File: src/rtl/dmem_write_buffer_pkg.sv
`default_nettype none
// ============================================================================
//  Module      : dmem_write_buffer_pkg
//  Description : Shared types and constants for the DMEM write buffer:
//                the controller state encoding and the data-bus width.
//  Revision    : 1.0 - initial release
// ============================================================================
package dmem_write_buffer_pkg;

  localparam int DATA_W = 32;

  // Controller states for the backing-memory bus.
  typedef enum logic [1:0] {
    IDLE    = 2'd0,
    WR_WAIT = 2'd1,
    RD_WAIT = 2'd2,
    RD_RESP = 2'd3
  } wb_state_t;

endpackage
`default_nettype wire

File: src/rtl/dmem_write_buffer_wbuf_fifo.sv
`default_nettype none
// ============================================================================
//  Module      : wbuf_fifo
//  Description : Posted-write storage for the DMEM write buffer.
//                Circular buffer of {word address, data} entries.
//                It provides the head entry and the entry behind it so that
//                writes can be drained back to back. A parallel search
//                returns the youngest entry whose address matches the
//                lookup address.
//  Ports       : clk, rst_n            clock / async active-low reset
//                push, push_addr/data  enqueue at tail (ignored when full)
//                pop                   dequeue head (ignored when empty)
//                full, empty, count    occupancy
//                head_addr/data        oldest entry
//                next_addr/data        entry behind the head
//                lookup_addr           word index to forward
//                hit, hit_data         youngest matching entry
//  Revision    : 1.0 - initial release
// ============================================================================
module wbuf_fifo
  import dmem_write_buffer_pkg::*;
#(
  parameter int DEPTH = 4,
  parameter int AW    = 14
) (
  input  logic                   clk,
  input  logic                   rst_n,
  input  logic                   push,
  input  logic [AW-1:0]          push_addr,
  input  logic [DATA_W-1:0]      push_data,
  input  logic                   pop,
  output logic                   full,
  output logic                   empty,
  output logic [$clog2(DEPTH):0] count,
  output logic [AW-1:0]          head_addr,
  output logic [DATA_W-1:0]      head_data,
  output logic [AW-1:0]          next_addr,
  output logic [DATA_W-1:0]      next_data,
  input  logic [AW-1:0]          lookup_addr,
  output logic                   hit,
  output logic [DATA_W-1:0]      hit_data
);

  localparam int PW = $clog2(DEPTH);

  logic [AW-1:0]     addr_q [DEPTH];
  logic [DATA_W-1:0] data_q [DEPTH];
  logic [PW-1:0]     head;
  logic [PW-1:0]     tail;
  logic [PW:0]       cnt;
  logic              do_push;
  logic              do_pop;

  assign full    = (cnt == (PW+1)'(DEPTH));
  assign empty   = (cnt == '0);
  assign count   = cnt;
  assign do_push = push && !full;
  assign do_pop  = pop && !empty;

  always_ff @(posedge clk or negedge rst_n) begin
    if (!rst_n) begin
      head <= '0;
      tail <= '0;
      cnt  <= '0;
    end else begin
      if (do_push) tail <= tail + PW'(1);
      if (do_pop)  head <= head + PW'(1);
      if (do_push && !do_pop)      cnt <= cnt + (PW+1)'(1);
      else if (do_pop && !do_push) cnt <= cnt - (PW+1)'(1);
    end
  end

  // Entry storage needs no reset: the count guards every read.
  always_ff @(posedge clk) begin
    if (do_push) begin
      addr_q[tail] <= push_addr;
      data_q[tail] <= push_data;
    end
  end

  assign head_addr = addr_q[head];
  assign head_data = data_q[head];
  assign next_addr = addr_q[head + PW'(1)];
  assign next_data = data_q[head + PW'(1)];

  // Walk from oldest to youngest; a later match overrides an earlier one,
  // so the result is the most recent store to that word.
  always_comb begin
    hit      = 1'b0;
    hit_data = '0;
    for (int i = 0; i < DEPTH; i++) begin
      if (((PW+1)'(i) < cnt) && (addr_q[head + PW'(i)] == lookup_addr)) begin
        hit      = 1'b1;
        hit_data = data_q[head + PW'(i)];
      end
    end
  end

endmodule
`default_nettype wire

File: src/rtl/dmem_write_buffer.sv
`default_nettype none
// ============================================================================
//  Module      : dmem_write_buffer
//  Description : DMEM front end with posted writes. Stores are queued and
//                drained to a multi-cycle backing memory over a req/ack bus.
//                Loads that hit the queue are forwarded with no added delay.
//                A load that misses holds the CPU with stall while the word
//                is fetched from the backing memory.
//  Ports       : clk, rst_n                          clock / async reset
//                cpu_valid, cpu_read_wrn, cpu_addr,
//                cpu_wdata, cpu_rdata                CPU memory-stage bus
//                stall                               CPU pipeline hold
//                mem_req, mem_we, mem_addr,
//                mem_wdata, mem_rdata, mem_ack       backing-memory bus
//  Revision    : 1.0 - initial release
// ============================================================================
module dmem_write_buffer
  import dmem_write_buffer_pkg::*;
#(
  parameter int BUF_DEPTH = 4,
  parameter int ADDR_W    = 16
) (
  input  logic              clk,
  input  logic              rst_n,
  input  logic              cpu_valid,
  input  logic              cpu_read_wrn,
  input  logic [ADDR_W-1:0] cpu_addr,
  input  logic [31:0]       cpu_wdata,
  output logic [31:0]       cpu_rdata,
  output logic              stall,
  output logic              mem_req,
  output logic              mem_we,
  output logic [ADDR_W-3:0] mem_addr,
  output logic [31:0]       mem_wdata,
  input  logic [31:0]       mem_rdata,
  input  logic              mem_ack
);

  localparam int WA_W = ADDR_W - 2;
  localparam int CW   = $clog2(BUF_DEPTH) + 1;

  wb_state_t         state, state_nxt;
  logic [WA_W-1:0]   cpu_word;
  logic              unused_byte_bits;
  logic              is_load, is_store, push, pop, load_miss;
  logic              full, empty, hit;
  logic [CW-1:0]     fifo_count;
  logic [WA_W-1:0]   head_addr, next_addr;
  logic [31:0]       head_data, next_data, hit_data;
  logic [31:0]       rd_hold;
  logic              req_nxt, we_nxt;
  logic [WA_W-1:0]   addr_nxt;
  logic [31:0]       wdata_nxt;

  assign cpu_word         = cpu_addr[ADDR_W-1:2];
  assign unused_byte_bits = ^cpu_addr[1:0];
  assign is_load          = cpu_valid && cpu_read_wrn;
  assign is_store         = cpu_valid && !cpu_read_wrn;
  assign push             = is_store && !full;
  assign pop              = (state == WR_WAIT) && mem_ack;
  // The load held during RD_RESP is being served from rd_hold, not re-fetched.
  assign load_miss        = is_load && !hit && (state != RD_RESP);

  wbuf_fifo #(
    .DEPTH (BUF_DEPTH),
    .AW    (WA_W)
  ) u_fifo (
    .clk         (clk),
    .rst_n       (rst_n),
    .push        (push),
    .push_addr   (cpu_word),
    .push_data   (cpu_wdata),
    .pop         (pop),
    .full        (full),
    .empty       (empty),
    .count       (fifo_count),
    .head_addr   (head_addr),
    .head_data   (head_data),
    .next_addr   (next_addr),
    .next_data   (next_data),
    .lookup_addr (cpu_word),
    .hit         (hit),
    .hit_data    (hit_data)
  );

  // CPU-facing response: combinational from the current queue and state.
  always_comb begin
    stall     = 1'b0;
    cpu_rdata = '0;
    if (is_store && full) stall = 1'b1;
    if (is_load) begin
      if (state == RD_RESP) cpu_rdata = rd_hold;
      else if (hit)         cpu_rdata = hit_data;
      else                  stall     = 1'b1;
    end
  end

  always_comb begin
    state_nxt = state;
    req_nxt   = mem_req;
    we_nxt    = mem_we;
    addr_nxt  = mem_addr;
    wdata_nxt = mem_wdata;
    case (state)
      IDLE: begin
        if (load_miss) begin
          state_nxt = RD_WAIT;
          req_nxt   = 1'b1;
          we_nxt    = 1'b0;
          addr_nxt  = cpu_word;
        end else if (!empty) begin
          state_nxt = WR_WAIT;
          req_nxt   = 1'b1;
          we_nxt    = 1'b1;
          addr_nxt  = head_addr;
          wdata_nxt = head_data;
        end
      end
      WR_WAIT: begin
        if (mem_ack) begin
          if (load_miss) begin
            state_nxt = RD_WAIT;
            we_nxt    = 1'b0;
            addr_nxt  = cpu_word;
          end else if (fifo_count > CW'(1)) begin
            addr_nxt  = next_addr;
            wdata_nxt = next_data;
          end else if (push) begin
            // Only entry is leaving and a new one arrives this edge:
            // take it straight from the CPU bus.
            addr_nxt  = cpu_word;
            wdata_nxt = cpu_wdata;
          end else begin
            state_nxt = IDLE;
            req_nxt   = 1'b0;
          end
        end
      end
      RD_WAIT: begin
        if (mem_ack) begin
          state_nxt = RD_RESP;
          req_nxt   = 1'b0;
        end
      end
      RD_RESP: state_nxt = IDLE;
      default: state_nxt = IDLE;
    endcase
  end

  always_ff @(posedge clk or negedge rst_n) begin
    if (!rst_n) begin
      state     <= IDLE;
      mem_req   <= 1'b0;
      mem_we    <= 1'b0;
      mem_addr  <= '0;
      mem_wdata <= '0;
      rd_hold   <= '0;
    end else begin
      state     <= state_nxt;
      mem_req   <= req_nxt;
      mem_we    <= we_nxt;
      mem_addr  <= addr_nxt;
      mem_wdata <= wdata_nxt;
      if (state == RD_WAIT && mem_ack) rd_hold <= mem_rdata;
    end
  end

endmodule
`default_nettype wire

File: config.mk
export PLATFORM = sky130hd
export DESIGN_NAME = dmem_write_buffer
export DESIGN_NICKNAME = d
export VERILOG_FILES = /design/src/rtl/dmem_write_buffer_pkg.sv /design/src/rtl/dmem_write_buffer_wbuf_fifo.sv /design/src/rtl/dmem_write_buffer.sv
export SDC_FILE = /design/constraint.sdc
export NUM_CORES = 1
export LEC_CHECK = 0
export ABC_AREA = 0
export CORE_MARGIN = 5
export CORE_UTILIZATION = 54
export CTS_CLUSTER_DIAMETER = 50
export CTS_CLUSTER_SIZE = 20
export DETAILED_ROUTE_END_ITERATION = 8
export PLACE_DENSITY = 0.73
export SYNTH_ARGS = -nofsm -noshare
export SYNTH_HDL_FRONTEND = slang
export SYNTH_SLANG_ARGS = --single-unit
File: constraint.sdc
create_clock -name clk -period 5.8 [get_ports clk]
set_input_delay 0.58 -clock clk [delete_from_list [all_inputs] [get_ports clk]]
set_output_delay 0.58 -clock clk [all_outputs]
set_load 0.02 [all_outputs]
# == After elaboration in Yosys (flattened, before gate mapping) ==
# Memory sizes are Yosys's and may differ from the RTL's.
# Cells that the tools add are included.
# totals
ramBits,184
reg_bits,89
word_cells,129
n_memories,2
out_inout_bits,81
input_bits,85
# memory_table
name,depth,width,rd,rd_ports_with_merged_regs,write_ports,line_no,text
u_fifo.data_q,4,32,4,0,1,dmem_write_buffer_wbuf_fifo.sv:47,logic [DATA_W-1:0] data_q [DEPTH];
u_fifo.addr_q,4,14,4,0,1,dmem_write_buffer_wbuf_fifo.sv:46,logic [AW-1:0] addr_q [DEPTH];
# op_classes
magnitude_cmp,5
n_eq_ne,22
muxes,53
addsub,6
reduce_logical,32
# op_table
cell,n
32-bit 2-to-1 mux,13
14-bit 2-to-1 mux,6
32-bit one-hot mux with 2 select lines,1
14-bit == test,4
14-bit one-hot mux with 2 select lines,1
1-bit 2-to-1 mux,20
"2-bit inequality test, second input constant",9
1-bit logical AND,16
2-bit 2-to-1 mux,7
"3-bit inequality test, second input constant",3
2-bit one-hot mux with 4 select lines,1
4-bit AND reduction,2
7-bit AND reduction,1
1-bit zero test,6
"1-bit by 3-bit < comparator with 1-bit output, first input constant",2
"2-bit by 3-bit < comparator with 1-bit output, first input constant",2
3-bit 2-to-1 mux,2
6-bit AND reduction,1
5-bit AND reduction,1
"2-bit by 1-bit adder with 2-bit output, second input constant",2
"2-bit adder, second input constant",2
"2-bit == test, second input constant",2
"4-bit by 2-bit inequality test with 1-bit output, second input constant",1
2-bit nonzero test,2
other kinds (11),11

# == Longest topological paths before layout ==
# Gate-level depths: netlist (run 1).
# An unclocked memory read counts as a cell.
# logic_depth
ltp_word,13
mapped_depth,15
mapped_depth_nobuf,10

# == By module ==
# From an unflattened synthesis (run 1), not the netlist that was laid out.
# unflattened
cells_unflattened,1642
hier_area_um2,17610.6
# modules_own_cells
mod,cells_per_inst,seq_area_each_um2,area_per_inst_um2,instances
wbuf_fifo,1165,5700.5,12709.7,1
dmem_write_buffer,477,2052.0,4901.0,1

# == Worst setup path after synthesis (run 1) ==
# OpenSTA, ideal clock, no wires.
# synth_path
kind,register to output
startpoint,register u_fifo.head[0]
endpoint,output cpu_rdata[13]
arrival_time_ps,3152
path_buffers,4
path_slack_ps,2068
required_ps,5220
path_stages_with_launch,13
path_cell_list,dfrtp_1 -> buf_6 -> buf_12 -> mux4_2 -> xnor2_1 -> and4_1 -> nand4_1 -> or4_1 -> clkbuf_1 -> clkbuf_1 -> o221ai_1 -> o21ai_0 -> o21ai_0
# synth_between
elab_chain_len,10
elab_cells_between_ends,24
classes_between,add/sub: 3; eq/ne: 4; mux: 11; reduce/logical: 4; memory: 2
# synth_lines
element,line_no,text
start: declaration,dmem_write_buffer_wbuf_fifo.sv:48,logic [PW-1:0] head;
start signal: assignment,dmem_write_buffer_wbuf_fifo.sv:67,if (do_pop) head <= head + PW'(1);
2-bit by 1-bit adder with 2-bit output / memory read 4 x 14 bit (equally long branches),-,
memory read 4 x 14 bit / 14-bit == test (equally long branches),-,
14-bit == test / 1-bit logical AND (equally long branches),dmem_write_buffer_wbuf_fifo.sv:92,if (((PW+1)'(i) < cnt) && (addr_q[head + PW'(i)] == lookup_addr)) begin
"1-bit logical AND, or another cell as far along",dmem_write_buffer_wbuf_fifo.sv:92,
32-bit 2-to-1 mux / 1-bit 2-to-1 mux (equally long branches) (3 in series),dmem_write_buffer_wbuf_fifo.sv:92,
32-bit 2-to-1 mux *,dmem_write_buffer.sv:93,else if (hit) cpu_rdata = hit_data;
32-bit 2-to-1 mux *,dmem_write_buffer.sv:92,if (state == RD_RESP) cpu_rdata = rd_hold;
32-bit 2-to-1 mux *,dmem_write_buffer.sv:91,if (is_load) begin
end: declaration,dmem_write_buffer.sv:29,"output logic [31:0] cpu_rdata,"
# Mark *: on every way between the ends. The rest lies on a longest branch, timed or not.

# == Final worst setup path (run 1) ==
# layout_path
startpoint,register u_fifo.head[1]
endpoint,output cpu_rdata[20]
# The elaborated chain is that of the path after synthesis.

==> metrics.cfg, run 1 <==
[status]
status = finished clean

[power_and_ir_drop]
irDropWorstVdd_uv = 324.0
power_leakage_nw = 7.193
power_density_mw_per_mm2 = 530.8

[critical_path]
cp.required_ps = 5220
r2r-start = u_fifo.head[0]$_DFFE_PN0P_
critPathBufInv = 3
cp_top_family = buffers and inverters
setup.worst_path.end_class = primary output
crit_slowest_cell = dfrtp_4
r2r_setup_slack_ps = 1200
cp-start-kind = flip-flop
r2r_end = mem_wdata[6]$_DFFE_PN0P_
path_max_fanout = 31
path_common_cell = buf_4
path_cells = buf_4, mux2i_1, o22ai_1, o31a_1, or4_1, buf_4, o221ai_1, o21ai_0, o21ai_1, clkdlybuf4s50_1
crit_arrival_ps = 4810
worstSetupPathType = flip-flop to primary output
rr_worst_depth = 12
worst_path_largest_cell_delay_ps = 680

[floorplan]
num_rows = 64
core_region_area_mm2 = 0.03059
die_x_um = 186.1
io_pins = 166
die_h_um = 186.1
initial_utilization_pct = 54.77
dieArea_mm2 = 0.03465

[sta]
rsz0062_at_grt = no
slew_violations = 0
post-route-period-util_pct = 92.86
setup_violations = 0
hold_viol_final = 0
worst_pin_slew_ps = 1096
final.setup.tns_ps = 0
fin_crit_ps = 5386
worst_clock_skew_ps = 12.46
max-slew-margin-rel_pct = 26.94
max_clock_freq_mhz = 185.7
hold_slack_ps = 457.6

[synth]
synth_top_family_by_area = multiplexers
ys_seq_elements = 273
synth-adder-area-share_pct = 0.9708
seq_area_frac_synth_pct = 46.27
synth_area_mm2 = 0.01675
yosysWarnings = 0
yosys.area_share.xor_xnor_pct = 3.443
synth_compound_area_share_pct = 12.11
synthMuxAreaShare_pct = 22.39
postSynthCellCount = 1559
synthSimpleGateAreaFrac_pct = 10.18
synth.distinct_cells = 62
syn_area_per_cell_um2 = 10.75
syn-num-nets = 1657

[global_routing]
grt_use_met3_pct = 3.462
grt_pass1_vias = 12790
use_met1_pct = 33.88
grtUsageTotal_pct = 24.85
grt_max_degree = 87
grt_use_met2_pct = 41.70
antenna_found_initial = 2
grt_overflow = 0
grt_pass1_wl_mm = 68.81
busiest_layer = met2

[run]
cap_violations = 0

[final_layout]
final_common_cell = nand2_1
finalNetCount = 1753
fillCellCount = 2399
drive_above_1_share_pct = 15.83
seq_area_mm2 = 0.007760
multiInputGateArea_mm2 = 0.008279
final_cell_mix = nand2_1 (188), edfxtp_1 (184), clkdlybuf4s50_1 (162), mux2i_1 (143), mux2_2 (122)
syn2layout_area_growth_pct = 17.44

[placed_design]
hpwl_mm = 27.96
io_buffers = 163
finalWeightedCongestion = 0.9181

[clock_tree]
htree_levels = 1
clock_latency_ps = 570
tritoncts = done
clock-sinks = 273
cts_root_buf = clkbuf_16
clock_path_buffers = 3
cts.repair.resized = 0
clkTransAtPathRegs_ps = 70
numCtsBuffers = 31

[route]
wl_per_cell_um = 21.41
vias = 12910
via_per_inst = 6.209
drt_iter0_markers = 1026
totalWireLength_mm = 44.51
ant_nets = 0
first_pass_iters = 7
drc = 0

[worst_hold_path]
hold_class = primary input to asynchronous set/reset pin

==> worst register-to-register path: stages, from the launching register on <==
cell       delay (ps)
dfrtp_4           720
buf_4             350
mux4_2            560
xnor2_1           230
and4_1            220
nand4_1            90
or4_1             510
nand4bb_1         450
or2_2             200
buf_4             270
and3_2            270
buf_12            240
mux2_2            390
==> per-stage QoR <==
stage | utilization (%) | total power, mW | area, µm² | setup WS, ps | std cells
after floorplan | - | 6.893 | 16750 | 2068 | 1559
after global placement | 60.52 | 8.090 | 18510 | 906.5 | 2016
after detailed placement | 60.52 | 8.249 | 18510 | 863.3 | 2016
after CTS | 64.21 | 10.42 | 19640 | 310.6 | 2075
after global routing | 64.32 | 11.08 | 19680 | 112.0 | 2078
final | 64.33 | 10.45 | 19680 | 413.9 | 2079
==> per-layer routing <==
| layer | vias to the layer above | share of wire (%) | routed length [µm] |
|---|---|---|---|
| met1 | 6352 | 43 | 19040 |
| met2 | 522 | 48 | 21160 |
| met3 | 84 | 7.2 | 3185 |
| met4 | 0 | 2.5 | 1132 |
| li1 | 5950 | - | - |
| met5 | - | 0 | 0 |
==> repair_timing <==
action                                 4_1_cts  5_1_grt
setup buffers                                0        1
setup endpoints to repair                    0        1
endpoints found under the hold margin       16        0
hold buffers                                 1        0
==> registers in the layout, summed over array words and instances, names as in the netlist <==
register       count
state              2
rd_hold           32
mem_req            1
mem_addr          14
u_fifo.data_q    128
u_fifo.tail        2
mem_wdata         32
u_fifo.addr_q     56
u_fifo.count       3
u_fifo.head        2
mem_we             1
==> cell type report <==
type                            count  share of cell area [%]
Antenna cell                        3                 0.03815
Clock buffer                       33                   3.980
Clock inverter                     25                   1.710
Inverter                           27                  0.5405
Multi-Input combinational cell   1128                   42.07
Sequential cell                   273                   39.44
Tap cell                          396                   2.518
Timing Repair Buffer              194                   9.703
==> cells in the mapped netlist (all sizes together) <==
cell type / n / share of area, %
inv: 27 / 0.63
and2: 8 / 0.30
ha: 13 / 0.97
mux2: 150 / 10
a2111oi: 1 / 0.052
xnor2: 63 / 3.3
nor2: 120 / 2.7
nand3: 31 / 0.93
a21oi: 77 / 2.3
and4: 4 / 0.21
mux4: 26 / 3.5
o31a: 1 / 0.052
nand2: 189 / 4.2
o2111ai: 1 / 0.052
a21o: 1 / 0.045
o211ai: 16 / 0.80
dfrtp: 89 / 13
o22a: 1 / 0.052
a211oi: 5 / 0.22
nor4: 4 / 0.28
and3: 4 / 0.15
a31oi: 34 / 1.3
clkbuf: 81 / 1.8
nor3: 8 / 0.24
nor2b: 4 / 0.15
o2bb2ai: 10 / 0.52
a22oi: 2 / 0.090
xor2: 2 / 0.10
o22ai: 10 / 0.37
or4: 3 / 0.13
o221ai: 32 / 1.7
a221oi: 6 / 0.31
buf: 50 / 2.2
nand4: 12 / 0.45
mux2i: 143 / 8.5
a2bb2oi: 1 / 0.052
a22o: 1 / 0.052
nor4b: 1 / 0.090
a222oi: 1 / 0.060
and3b: 1 / 0.052
edfxtp: 184 / 33
or3: 2 / 0.10
nand4bb: 1 / 0.067
o21ai: 136 / 4.1
or2: 3 / 0.11
==> report_power, final <==
part | internal, mW | switching, mW | leakage (nW)
clock | 1.27 | 0.862 | 0.548
combinational | 2.35 | 3.04 | 3.94
sequential | 2.57 | 0.341 | 2.70
total | 6.20 | 4.25 | 7.19
==> worst max path at each step <==
stage | startpoint | end | slack, ps | cells after the start
after floorplan | u_fifo.head[0]$_DFFE_PN0P_ | cpu_rdata[13] | 2070 | 12
after global placement | cpu_addr[7] | cpu_rdata[0] | 910 | 10
after detailed placement | cpu_addr[7] | cpu_rdata[0] | 860 | 10
after CTS | u_fifo.head[0]$_DFFE_PN0P_ | cpu_rdata[20] | 310 | 11
after global routing | u_fifo.head[1]$_DFFE_PN0P_ | cpu_rdata[18] | 110 | 12
final | u_fifo.head[1]$_DFFE_PN0P_ | cpu_rdata[20] | 410 | 10
==> cells by family (layout without fill, tap and decap cells) <==
logic type / Yosys count / count (layout)
compound gates: 336 / 336
buf+inv: 158 / 279
simple gates: 395 / 395
other cells: 0 / 3
fa+ha+maj: 13 / 13
mux: 319 / 319
xor+xnor: 65 / 65
flops: 273 / 273
Note: power is estimated with default switching activity, not from simulation.
==> run 2, diff against run 1 <==
- CAP_MARGIN: default -> 20
==> metrics.cfg, run 2 (synthesis results as in run 1) <==
[floorplan]
dieArea_mm2 = 0.03465  ; unchanged
core_region_area_mm2 = 0.03059  ; unchanged
die_h_um = 186.1  ; unchanged
initial_utilization_pct = 54.77  ; unchanged
num_rows = 64  ; unchanged
io_pins = 166  ; unchanged
die_x_um = 186.1  ; unchanged

[critical_path]
r2r_end = mem_wdata[18]$_DFFE_PN0P_
path_max_fanout = 31  ; unchanged
r2r-start = u_fifo.head[0]$_DFFE_PN0P_
cp.required_ps = 5220  ; about the same
crit_arrival_ps = 4790  ; -20 ps
r2r_setup_slack_ps = 1200  ; about the same
setup.worst_path.end_class = primary output
worstSetupPathType = flip-flop to primary output
rr_worst_depth = 12  ; unchanged
cp-start-kind = flip-flop

[route]
via_per_inst = 6.215  ; about the same
wl_per_cell_um = 21.32  ; -0.45%
first_pass_iters = 6  ; -1
drc = 0  ; unchanged
totalWireLength_mm = 44.34  ; -0.40%
ant_nets = 0  ; unchanged
vias = 12930  ; +0.15%
drt_iter0_markers = 896  ; -13%

[sta]
final.setup.tns_ps = 0  ; unchanged
slew_violations = 0  ; unchanged
max-slew-margin-rel_pct = 39.67  ; +13 points
rsz0062_at_grt = no
hold_slack_ps = 457.7  ; +0.1060 ps
post-route-period-util_pct = 92.65  ; -0.21 points
max_clock_freq_mhz = 186.1  ; +0.23%
setup_violations = 0  ; unchanged
worst_pin_slew_ps = 905.0  ; -190.9 ps
worst_clock_skew_ps = 12.63  ; +0.1707 ps
hold_viol_final = 0  ; unchanged
fin_crit_ps = 5374  ; -12.13 ps

[global_routing]
antenna_found_initial = 2  ; unchanged
grt_overflow = 0  ; unchanged
grt_max_degree = 87  ; unchanged
grt_pass1_wl_mm = 68.81  ; unchanged
grtUsageTotal_pct = 24.85  ; unchanged
grt_pass1_vias = 12790  ; unchanged

[placed_design]
hpwl_mm = 27.96  ; unchanged
finalWeightedCongestion = 0.9181  ; unchanged
io_buffers = 163  ; unchanged

[clock_tree]
htree_levels = 1  ; unchanged
tritoncts = done
clock_path_buffers = 3  ; unchanged
cts_root_buf = clkbuf_16
clock-sinks = 273  ; unchanged
numCtsBuffers = 31  ; unchanged
clock_latency_ps = 570  ; about the same
clkTransAtPathRegs_ps = 60  ; about the same

[power_and_ir_drop]
power_density_mw_per_mm2 = 529.6  ; -0.24%
power.total_mw = 10.44  ; about the same
irDropWorstVdd_uv = 321.8  ; -0.69%
power_leakage_nw = 7.206  ; +0.18%

[worst_hold_path]
hold_class = primary input to asynchronous set/reset pin

[final_layout]
largest_reg_flops = 128  ; unchanged
biggestRegsByFlops = u_fifo.data_q: 128 flops, u_fifo.addr_q: 56 flops
finalNetCount = 1754  ; +0.057%
fillCellCount = 2397  ; -0.083%
final_common_cell = nand2_1
syn2layout_area_growth_pct = 17.61
drive_above_1_share_pct = 15.88  ; +0.050 points
max_flop_register = u_fifo.data_q
final_cell_mix = nand2_1 (188), edfxtp_1 (184), clkdlybuf4s50_1 (162), mux2i_1 (143), mux2_2 (122)
finish.utilization_pct = 64.42  ; +0.090 points

[run]
cap_violations = 0  ; unchanged

[status]
status = finished clean

run 2: worst max path at each step:
stage | endpoint | startpoint | slack (ps) | depth (start not counted)
2_1_floorplan | cpu_rdata[13] | u_fifo.head[0]$_DFFE_PN0P_ | 2070 | 12
5_1_grt | cpu_rdata[18] | u_fifo.head[1]$_DFFE_PN0P_ | 110 | 12
3_5_place_dp | cpu_rdata[0] | cpu_addr[7] | 860 | 10
4_1_cts | cpu_rdata[20] | u_fifo.head[0]$_DFFE_PN0P_ | 310 | 11
3_3_place_gp | cpu_rdata[0] | cpu_addr[7] | 910 | 10
6_report | cpu_rdata[19] | u_fifo.head[1]$_DFFE_PN0P_ | 430 | 10
run 2: final cells by class:
cell class                 count  area, µm²  share of cell area (%)
antenna                        3      7.507                 0.03810
timing repair buffer         195       1937                   9.829
tap                          396      495.5                   2.514
clock buffer                  33      783.3                   3.975
multi-input combinational   1128       8279                   42.02
inverter                      27      106.4                  0.5397
clock inverter                25      336.6                   1.708
sequential                   273       7760                   39.38
run 2: report_power, final:
part / total (mW) / internal (mW) / switching (mW)
Combinational: 5.39 / 2.36 / 3.04
Sequential: 2.91 / 2.57 / 0.339
Clock: 2.13 / 1.27 / 0.861
Total: 10.4 / 6.20 / 4.23
run 2: per-stage QoR:
| step | setup WS (ps) | cells | cell area (µm²) |
|---|---|---|---|
| CTS | 310.6 | 2075 | 19640 |
| floorplan | 2068 | 1559 | 16750 |
| detailed placement | 863.3 | 2016 | 18510 |
| global route | 112.0 | 2079 | 19700 |
| finish | 426.0 | 2080 | 19710 |
| global placement | 906.5 | 2016 | 18510 |
run 2: worst max-delay path, stage by stage, from the launching register on:
cell and delay, ps:
dfrtp_4 680, buf_4 480, mux2i_1 370, o22ai_1 140, o31a_1 330, or4_1 670, buf_4 280, o221ai_1 220
o21ai_0 230, o21ai_1 200, clkdlybuf4s50_1 620
run 2: repair_timing:
action                                  4_1_cts  5_1_grt
hold buffers                                  1        0
hold endpoints to repair                     16        0
buffers inserted                              0        1
gates resized for setup                       0        0
endpoints found under the setup margin        0        1
run 2: metal layers:
layer / GRT usage, % / part of all wire [%]
met4: 7.578 / 2.5
met5: 0 / 0
met3: 3.462 / 7.7
met1: 33.88 / 42
met2: 41.70 / 48
==> run 3, diff against run 2 <==
- CORE_UTILIZATION: 54 -> 55
- PLACE_DENSITY: 0.73 -> 0.74
==> metrics.cfg, run 3 (synthesis results as in run 1) <==
[status]
status = finished clean

[power_and_ir_drop]
comb_power_share_pct = 52.8  ; +1.1 points
clkPwrFrac_pct = 19.1  ; -1.4 points
p_sw_mw = 4.251  ; +0.38%
power_leakage_nw = 7.194  ; -0.16%
power.total_mw = 10.31  ; -1.2%
irDropWorstVdd_uv = 270.6  ; -16%
power_density_mw_per_mm2 = 524.6  ; -0.95%
cell_internal_pwr_mw = 6.064  ; -2.2%
seqPwrFrac_pct = 28.2  ; +0.3 points
sw_frac_of_total_pct = 41.21  ; +0.63 points

[critical_path]
crit_arrival_ps = 5000  ; +210 ps
setup.worst_path.end_class = primary output
path_max_fanout = 20  ; -35%
cp-start-kind = flip-flop
cp.required_ps = 5220  ; about the same
worstSetupPathType = flip-flop to primary output

[placed_design]
io_buffers = 163  ; unchanged
dp_cells = 2022  ; +0.30%
hpwl_mm = 28.57  ; +2.2%
finalWeightedCongestion = 0.8968  ; -2.3%
placed_cell_area_mm2 = 0.01855  ; +0.22%

[route]
drc = 0  ; unchanged
wl_per_cell_um = 21.50  ; +0.88%
ant_nets = 0  ; unchanged
via_per_inst = 6.234  ; +0.30%
drt_iter0_markers = 1211  ; +35%
first_pass_iters = 6  ; unchanged
totalWireLength_mm = 44.75  ; +0.93%
vias = 12970  ; +0.35%

[final_layout]
drive_above_1_share_pct = 15.96  ; +0.081 points
final_cell_mix = nand2_1 (188), edfxtp_1 (184), clkdlybuf4s50_1 (162), mux2i_1 (143), mux2_2 (122)
syn2layout_area_growth_pct = 17.35
max_flop_register = u_fifo.data_q
finalNetCount = 1759  ; +0.29%
final_common_cell = nand2_1
n_antenna_cell = 0  ; -3
final_cell_count_no_fill = 2081  ; +0.048%
finalInstanceArea_mm2 = 0.01966  ; -0.22%
largest_reg_flops = 128  ; unchanged
biggestRegsByFlops = u_fifo.data_q: 128 flops, u_fifo.addr_q: 56 flops
fillCellCount = 2288  ; -4.5%

[floorplan]
io_pins = 166  ; unchanged
num_rows = 64  ; unchanged
core_region_area_mm2 = 0.03035  ; -0.79%
die_h_um = 184.5  ; -0.86%
dieArea_mm2 = 0.03405  ; -1.7%
initial_utilization_pct = 55.21  ; +0.43 points
die_x_um = 184.5  ; -0.86%

[sta]
rsz0062_at_grt = no
worst_clock_skew_ps = 10.33  ; -2.298 ps
max_clock_freq_mhz = 179.3  ; -3.7%
fin_crit_ps = 5579  ; +204.6 ps
final.setup.tns_ps = 0  ; unchanged
max-slew-margin-rel_pct = 35.02  ; -4.6 points
worst_pin_slew_ps = 974.7  ; +69.73 ps
hold_slack_ps = 461.8  ; +4.104 ps
post-route-period-util_pct = 96.18  ; +3.5 points
slew_violations = 0  ; unchanged
setup_violations = 0  ; unchanged
hold_viol_final = 0  ; unchanged

[clock_tree]
clock-sinks = 273  ; unchanged
clock_path_buffers = 3  ; unchanged
clkTransAtPathRegs_ps = 60  ; about the same
clock_latency_ps = 580  ; about the same
tritoncts = done
numCtsBuffers = 30  ; -3.2%
cts_root_buf = clkbuf_16
htree_levels = 1  ; unchanged

[global_routing]
grt_max_degree = 110  ; +26%
grt_overflow = 0  ; unchanged
grtUsageTotal_pct = 25.50  ; +0.65 points
antenna_found_initial = 1  ; -1
grt_pass1_wl_mm = 68.86  ; about the same
grt_pass1_vias = 12800  ; +0.039%

[run]
cap_violations = 0  ; unchanged

[worst_hold_path]
hold_class = primary input to asynchronous set/reset pin

-- run 3: cell count changes in the layout (fill, tap and decap cells not counted), moves of 2 or more --
cell       delta
clkbuf_1      +2
inv_6         -7
buf_4         +5
diode_2       -3
inv_8         +4
and2_2        +4
and2_4        -4
clkbuf_8      +2
bufinv_16     -4
-- run 3: what timing repair did --
action	in CTS	in global routing
hold endpoints to repair	30	0
hold buffers	1	0
setup buffers	0	2
resized for setup	0	1
setup endpoints to repair	0	18
-- run 3: final timing paths --
kind / depth (start not counted) / endpoint / from / slack, ps
min in group clk: 1 / mem_wdata[25]$_DFFE_PN0P_ / mem_wdata[25]$_DFFE_PN0P_ / 480
max in group asynchronous: 3 / u_fifo.head[0]$_DFFE_PN0P_ / rst_n / 4010
hold reg to reg: 1 / mem_wdata[25]$_DFFE_PN0P_ / mem_wdata[25]$_DFFE_PN0P_ / 480
setup / recovery: 10 / cpu_rdata[20] / u_fifo.head[0]$_DFFE_PN0P_ / 220
hold / removal: 2 / rd_hold[4]$_DFFE_PN0P_ / rst_n / 460
setup reg to reg: 12 / mem_wdata[16]$_DFFE_PN0P_ / u_fifo.head[0]$_DFFE_PN0P_ / 1230
-- run 3: layout make-up --
class	instances	area [µm²]	area share [%]
tap	396	495.5	2.520
inverter	27	106.4	0.5409
timing repair buffer	201	1983	10.09
clock inverter	19	225.2	1.145
clock buffer	37	818.3	4.162
sequential	273	7760	39.47
multi-input combinational	1128	8274	42.08
-- run 3: worst max-delay path, stage by stage, from the launching register on --
cell and delay (ps):
dfrtp_4 690, mux4_2 570, xnor2_1 280, and4_1 240, nand4_1 100, or4_1 860, buf_4 390, o221ai_1 220
o21ai_0 200, o21ai_1 190, clkdlybuf4s50_1 650
-- run 3: layer usage --
metal / wire, µm / part of all wire (%) / up-vias / track usage (%)
li1: - / - / 5957 / -
met1: 18630 / 42 / 6289 / 34.47
met2: 20970 / 47 / 614 / 41.82
met3: 3833 / 8.6 / 110 / 4.421
met4: 1294 / 2.9 / 2 / 8.932
met5: 15 / 0.034 / - / 0
-- run 3: power groups by stage --
stage	logic (mW)	clock network [mW]	registers, mW
after floorplan	3.90	0	3.00
after global placement	5.16	0	2.94
after detailed placement	5.28	0	2.97
after CTS	5.31	2.00	2.93
after global routing	5.89	2.10	2.96
final	5.44	1.97	2.90
-- run 3: through the flow --
stage | utilization, % | setup WS, ps
CTS | 64.60 | 104.6
floorplan | - | 2068
global placement | 61.13 | 729.6
global route | 64.79 | 25.30
finish | 64.79 | 221.5
detailed placement | 61.13 | 743.7
